$ cat config.mk
export PLATFORM = sky130hd
export DESIGN_NAME = hw_int_ctrl
export DESIGN_NICKNAME = d
export VERILOG_FILES = /design/src/rtl/hw_int_ctrl_pkg.sv /design/src/rtl/hw_int_ctrl_edge_latch.sv /design/src/rtl/hw_int_ctrl.sv
export SDC_FILE = /design/constraint.sdc
export NUM_CORES = 1
export LEC_CHECK = 0
export CAP_MARGIN = 20
export CORE_MARGIN = 1
export CORE_UTILIZATION = 33
export DETAILED_ROUTE_END_ITERATION = 16
export PLACE_DENSITY_LB_ADDON = 0.3
export SYNTH_ARGS = -nofsm -noshare
export SYNTH_HDL_FRONTEND = slang
export SYNTH_HIERARCHICAL = 1
export SYNTH_SLANG_ARGS = --single-unit
$ cat constraint.sdc
create_clock -name clk -period 2.9 [get_ports clk]
set_input_delay 0.58 -clock clk [delete_from_list [all_inputs] [get_ports clk]]
set_output_delay 0.58 -clock clk [all_outputs]
set_load 0.005 [all_outputs]
$ cat src/rtl/hw_int_ctrl_pkg.sv
// Shared definitions for the hardware interrupt controller (package mips_defs).
// Holds the line count, the MMIO base and register offsets, and the address
// decoder used by the controller's register window.
package mips_defs;

  localparam int          HWINT_W        = 6;
  localparam logic [31:0] BASE_ADDR_INTC = 32'h0000_7F20;

  localparam logic [31:0] OFF_MODE  = 32'h0;
  localparam logic [31:0] OFF_PEND  = 32'h4;
  localparam logic [31:0] OFF_FORCE = 32'h8;

  typedef enum logic [1:0] {
    REG_MODE  = 2'd0,
    REG_PEND  = 2'd1,
    REG_FORCE = 2'd2,
    REG_NONE  = 2'd3
  } intc_reg_e;

  // Byte offset within the word is ignored; anything outside the three words maps to REG_NONE.
  function automatic intc_reg_e decode_reg(input logic [31:0] addr, input logic [31:0] base);
    logic [31:0] word_addr;
    word_addr = {addr[31:2], 2'b00};
    if (word_addr == base + OFF_MODE)       return REG_MODE;
    else if (word_addr == base + OFF_PEND)  return REG_PEND;
    else if (word_addr == base + OFF_FORCE) return REG_FORCE;
    else                                    return REG_NONE;
  endfunction

endpackage

$ cat src/rtl/hw_int_ctrl_edge_latch.sv
// One interrupt line: previous-sample flop, rise detector and the
// set/clear pending latch. Set (rise or force) wins over clear.
module irq_edge_latch (
  input  logic clk,
  input  logic reset,      // synchronous, active-low
  input  logic samp,       // sampled line level
  input  logic edge_mode,  // 1: edge-latched, 0: level-followed
  input  logic clr,        // write-1-to-clear strobe
  input  logic frc,        // write-1-to-set strobe
  output logic pend        // pending state presented to Cause.IP
);

  logic prev_q, prev_d;
  logic latch_q, latch_d;
  logic rise;

  // Next-state for the edge detector and latch; only edge lines latch on a rise.
  always_comb begin
    prev_d  = samp;
    rise    = samp & ~prev_q;
    latch_d = (latch_q & ~clr) | (edge_mode & rise) | frc;
    pend    = edge_mode ? latch_q : (samp | latch_q);
  end

  // State registers with synchronous active-low reset.
  always_ff @(posedge clk) begin
    if (!reset) begin
      prev_q  <= 1'b0;
      latch_q <= 1'b0;
    end else begin
      prev_q  <= prev_d;
      latch_q <= latch_d;
    end
  end

endmodule

$ cat src/rtl/hw_int_ctrl.sv
// Hardware interrupt controller: per-line edge/level capture, pending vector
// to CP0 Cause.IP[7:2], masked request to the pipeline and a 3-word MMIO
// window (MODE, PEND, FORCE).
// Optional feature: define IRQ_SYNC_EN to pass irq_in through a 2-flop
// synchroniser before edge detection (adds 2 cycles of latency).
module hw_int_ctrl
  import mips_defs::*;
#(
  parameter int          HWINT_W   = mips_defs::HWINT_W,
  parameter logic [31:0] BASE_ADDR = BASE_ADDR_INTC
) (
  input  logic               clk,
  input  logic               reset,
  input  logic [HWINT_W-1:0] irq_in,
  input  logic [HWINT_W-1:0] im,
  input  logic               ie,
  input  logic               exl,
  input  logic [31:0]        addr,
  input  logic               we,
  input  logic [31:0]        wdata,
  output logic [31:0]        rdata,
  output logic [HWINT_W-1:0] hwint,
  output logic               int_req
);

  logic [HWINT_W-1:0] samp;
  logic [HWINT_W-1:0] mode_q, mode_d;
  logic [HWINT_W-1:0] clr, frc;
  logic [HWINT_W-1:0] pend_vec;
  intc_reg_e          reg_sel;
  logic               unused_wdata;

  assign unused_wdata = ^wdata[31:HWINT_W];
  assign reg_sel      = decode_reg(addr, BASE_ADDR);

`ifdef IRQ_SYNC_EN
  logic [HWINT_W-1:0] sync1_q, sync1_d;
  logic [HWINT_W-1:0] sync2_q, sync2_d;

  // Two-stage synchroniser input selection.
  always_comb begin
    sync1_d = irq_in;
    sync2_d = sync1_q;
  end

  // Synchroniser flops, cleared by reset so a held line re-detects after release.
  always_ff @(posedge clk) begin
    if (!reset) begin
      sync1_q <= '0;
      sync2_q <= '0;
    end else begin
      sync1_q <= sync1_d;
      sync2_q <= sync2_d;
    end
  end

  assign samp = sync2_q;
`else
  assign samp = irq_in;
`endif

  // MMIO write decode: MODE update plus clear/force strobes for the line latches.
  always_comb begin
    mode_d = mode_q;
    clr    = '0;
    frc    = '0;
    if (we) begin
      case (reg_sel)
        REG_MODE:  mode_d = wdata[HWINT_W-1:0];
        REG_PEND:  clr    = wdata[HWINT_W-1:0];
        REG_FORCE: frc    = wdata[HWINT_W-1:0];
        default:   ;
      endcase
    end
  end

  // MODE register.
  always_ff @(posedge clk) begin
    if (!reset) mode_q <= '0;
    else        mode_q <= mode_d;
  end

  for (genvar gi = 0; gi < HWINT_W; gi++) begin : g_line
    irq_edge_latch u_line (
      .clk       (clk),
      .reset     (reset),
      .samp      (samp[gi]),
      .edge_mode (mode_q[gi]),
      .clr       (clr[gi]),
      .frc       (frc[gi]),
      .pend      (pend_vec[gi])
    );
  end

  // Outputs are forced quiet while reset is asserted, since level lines would
  // otherwise follow the raw pins straight through.
  always_comb begin
    hwint   = reset ? pend_vec : '0;
    int_req = (|(hwint & im)) & ie & ~exl;
    rdata   = '0;
    if (reset) begin
      case (reg_sel)
        REG_MODE: rdata[HWINT_W-1:0] = mode_q;
        REG_PEND: rdata[HWINT_W-1:0] = hwint;
        default:  ;
      endcase
    end
  end

endmodule

---- After elaboration in Yosys (flattened, before gate mapping) ----
Index checks and enable logic that the tools add are counted.
word-level totals
  flip-flop bits (word level) ............. 18
  output and inout port bits .............. 39
operators by class
  equality and inequality tests ........... 5
  muxes and demuxes ....................... 16
  bitwise logic cells ..................... 52
  reductions and logical operators ........ 3
operator list
  cell                  number
  $eq 30x13->1 const B  3
  $mux 6                6
  $and 1x1->1           20
  $or 1x1->1            18
  $not 1->1             13
  $pmux 6 s2            1
  $mux 1                7
  $and 6x6->6           1
  $reduce_or 6->1       1
  $mux 2                2
  $eq 2x1->1 const B    1
  $eq 2x2->1 const B    1
  $logic_not 2->1       1
  $reduce_and 2->1      1

---- Longest topological paths before layout ----
  depth in word-level cells ............... 11
  gate-level depth with buffers ........... 6
  depth with buffers taken out ............ 6

---- Cells and area by module ----
Netlist, hierarchy kept.
by module, submodules not included
  module          times used  seq. area each (um^2)  cells an instance  area an instance (um^2)
  hw_int_ctrl     1           120.1                  107                798.3
  irq_edge_latch  6           40.0                   8                  81.3

---- Worst setup path after synthesis ----
No wires, ideal clock.
  path type ............................... input-to-output
  start ................................... input addr[15]
  end ..................................... output rdata[0]
  slack ................................... 518 ps
  required time ........................... 2320 ps
  stages .................................. 5
  buffers on the path ..................... 1
  arrival time ............................ 1802 ps
  path through ............................ nor4b_1 nand3_1 or4b_1 buf_2 nor2_1
between the ends
  longest elaborated chain between the ends .. 7
  elaborated cells between the ends (all ways) .. 10
  classes of those cells .................. 4 x eq/ne; 5 x mux; 1 x reduce/logical
ends and longest elaborated chain
  what                                           RTL line               source
  start: declaration                             hw_int_ctrl.sv:18      input logic [31:0] addr,
  $eq 30x13->1                                   hw_int_ctrl_pkg.sv:26  else if (word_addr == base + OFF_FORCE) return REG_FORCE;
  $mux 1                                         hw_int_ctrl_pkg.sv:26
  $mux 2                                         hw_int_ctrl_pkg.sv:25  else if (word_addr == base + OFF_PEND) return REG_PEND;
  $mux 2 *                                       hw_int_ctrl_pkg.sv:24  if (word_addr == base + OFF_MODE) return REG_MODE;
  $eq 2x1->1 or $logic_not 2->1 (tied branches)  hw_int_ctrl.sv:102     case (reg_sel)
  $pmux 6 s2 *                                   hw_int_ctrl.sv:102
  $mux 6 *                                       hw_int_ctrl.sv:101     if (reset) begin
  end: declaration                               hw_int_ctrl.sv:21      output logic [31:0] rdata,
Every way passes the cells marked *; elsewhere a longest branch is shown, timed or not.

---- Worst setup path in the final report ----
  start ................................... input addr[6]
  end ..................................... output rdata[4]
Same word-level chain as after synthesis.

==> flow_summary.yaml <==
synth:
  seq_area_frac_synth_pct: 28.0
  syn_area_um2: 1290
  synth_cell_types: 28
  synth_top_family_by_area: "simple AND/OR/NAND/NOR gates"
  synth_seq_cells: 18
  syn_avg_cell_area_um2: 8.30
  synth_xor_area_share_pct: 0
  synth.area.mux_share_pct: 9.34
  syn_inst: 155
  yosys_warnings: 6
  synth-simple-area-share_pct: 33.9
  synth_compound_area_share_pct: 10.0
  synth_adder_area_share_pct: 0
clock_network:
  cts.htree.levels: 1
  tritoncts: "yes"
  path_clk_slew_ps: 60
  cts_buffer_depth: 2
  cts_hold_buf: 0
  numCtsBuffers: 3
  cts_root_buf: "clkbuf_8"
  cts.sinks: 18
  clk_latency_ps: 250
sta:
  slew_viol_final: 0
  max_freq_ghz: 0.349
  hold_violations: 0
  fin_setup_tns_ps: 0
  period_share_pct: 98.8
  layout_setup_ws_ps: 35.7
  finalClockSkew_ps: 0.898
  fin_crit_ps: 2860
  rsz0062_at_grt: "true"
  finalSetupViolCount: 0
place:
  place_ws_ps: -684
  numPortBuffers: 65
  gp_congestion: 0.729
  placed_area_um2: 1980
  place.detailed.hpwl_mm: 2.52
floorplan:
  die_w_um: 64.4
  rows: 22
  core_um2: 3690
  fp.dieArea_um2: 4150
  initial_core_util_pct: 34.9
  die_h_um: 64.4
  ioPinCount: 120
routing:
  vias: 1276
  drc_errors: 0
  drt-total-wl_mm: 3.31
  drt_iter0_drc: 10
  antenna_left: 0
  wl_per_cell_um: 11.5
  dr.pass1.iters: 4
  vias_per_cell: 4.43
cells_and_area:
  n_antenna_cell: 0
  layout-drive-gt1-share_pct: 18.8
  fin_area_um2: 2130
  fin_util_pct: 57.8
  final_common_cell: "clkdlybuf4s50_1"
  fill_cells: 353
  final_net_count: 323
  layout_common_cells: "clkdlybuf4s50_1, conb_1, and2_1"
  areaGrowthSynthToFinish_pct: 65.9
power:
  p_leak_nw: 0.998
  ir_worst_vdd_uv: 180
  p_per_area_nw_per_um2: 262
  finalPower_mw: 0.560
global_routing:
  grt_pass1_wl_mm: 4.96
  grt.total_usage_pct: 15.7
  grt.overflow.total: 0
  grt_pass1_vias: 1107
  grt_max_degree: 14
  grt_antenna_before_repair: 0
setup_path:
  crit_fanout: 5
  path_class: "in2out"
  end_kind: "primary output"
  cp.arrival_ps: 2280
  start_kind: "input pin"
  worstPathRequired_ps: 2320
status:
  status: "completed"
job:
  drv_cap: 0
min_path:
  hold_class: "reg2reg"
worst max-delay path: stages:
cell	delay, ps
clkdlybuf4s50_1	390
and4bb_2	300
nand3_2	80
or4b_4	590
buf_6	160
nor2_4	60
buf_2	110
synthesized netlist by cell type (all sizes together):
cell type,count,area share [%]
nor4,4,1.9
and3b,6,4.1
nor3,1,0.39
nor4b,2,1.8
nand3,1,0.39
nor2,7,2.2
a311oi,1,0.68
and4,1,0.68
a21o,6,3.5
nor2b,6,2.9
o31a,6,4.1
nand2,13,3.8
nand4,2,0.97
inv,7,2.0
and2,24,12
conb,1,0.29
buf,27,16
nand3b,1,0.58
dfxtp,18,28
clkbuf,3,0.88
mux2i,12,9.3
nor3b,1,0.58
or4b,1,0.78
and4bb,1,0.97
a22oi,3,1.8
what timing repair did:
action | in CTS | in global routing
gates resized for setup | 49 | 16
setup endpoints to repair | 7 | 6
buffers inserted | 5 | 3
pin swaps | 14 | 7
cloned | 0 | 0
report_power, final:
group	switching, mW	internal [mW]
clock	0.0779	0.0923
sequential	0.000746	0.252
combinational	0.0492	0.0878
total	0.128	0.432
sequential cells by signal, summed over array words and instances, names as in the netlist:
register               count
mode_q                     6
g_line.u_line/prev_q       6
g_line.u_line/latch_q      6
stage by stage:
| step | cells | hold WS (ps) |
|---|---|---|
| finish | 288 | 490 |
| global route | 288 | 507 |
| CTS | 285 | 493 |
| detailed placement | 277 | 479 |
| global placement | 277 | 477 |
| floorplan | 180 | 456 |
logic make-up after synthesis:
group	count (synthesis)
AND/OR/NAND/NOR	71
buffers and inverters	37
flip-flops	18
AO/OA/AOI/OAI	16
multiplexers	12
other	1
final timing paths:
kind / endpoint / from / slack, ps / cells after the start
setup / recovery: rdata[4] / addr[6] / 40 / 7
hold / removal: mode_q[5]$_SDFFE_PN0P_ / mode_q[5]$_SDFFE_PN0P_ / 490 / 2
setup reg to reg: g_line[3].u_line/latch_q$_SDFF_PN0_ / mode_q[3]$_SDFFE_PN0P_ / 2010 / 2
hold reg to reg: mode_q[5]$_SDFFE_PN0P_ / mode_q[5]$_SDFFE_PN0P_ / 490 / 2
area by class of cell:
cell class / instances / area [um^2] / share of cell area (%)
multi-input cells: 125 / 850 / 39.8
repair buffers: 87 / 796 / 37.3
flip-flops and latches: 18 / 360 / 16.9
well taps: 48 / 60.1 / 2.82
clock buffers: 3 / 41.3 / 1.94
inverters: 7 / 26.3 / 1.23
per-layer routing:
metal | vias up | GRT usage, % | share of wire, %
met2 | 66 | 27.0 | 47
met5 | - | 0 | 0
li1 | 645 | - | -
met1 | 561 | 18.0 | 40
met3 | 4 | 5.28 | 11
met4 | 0 | 5.83 | 1.2
(Power assumes the default switching activity.)
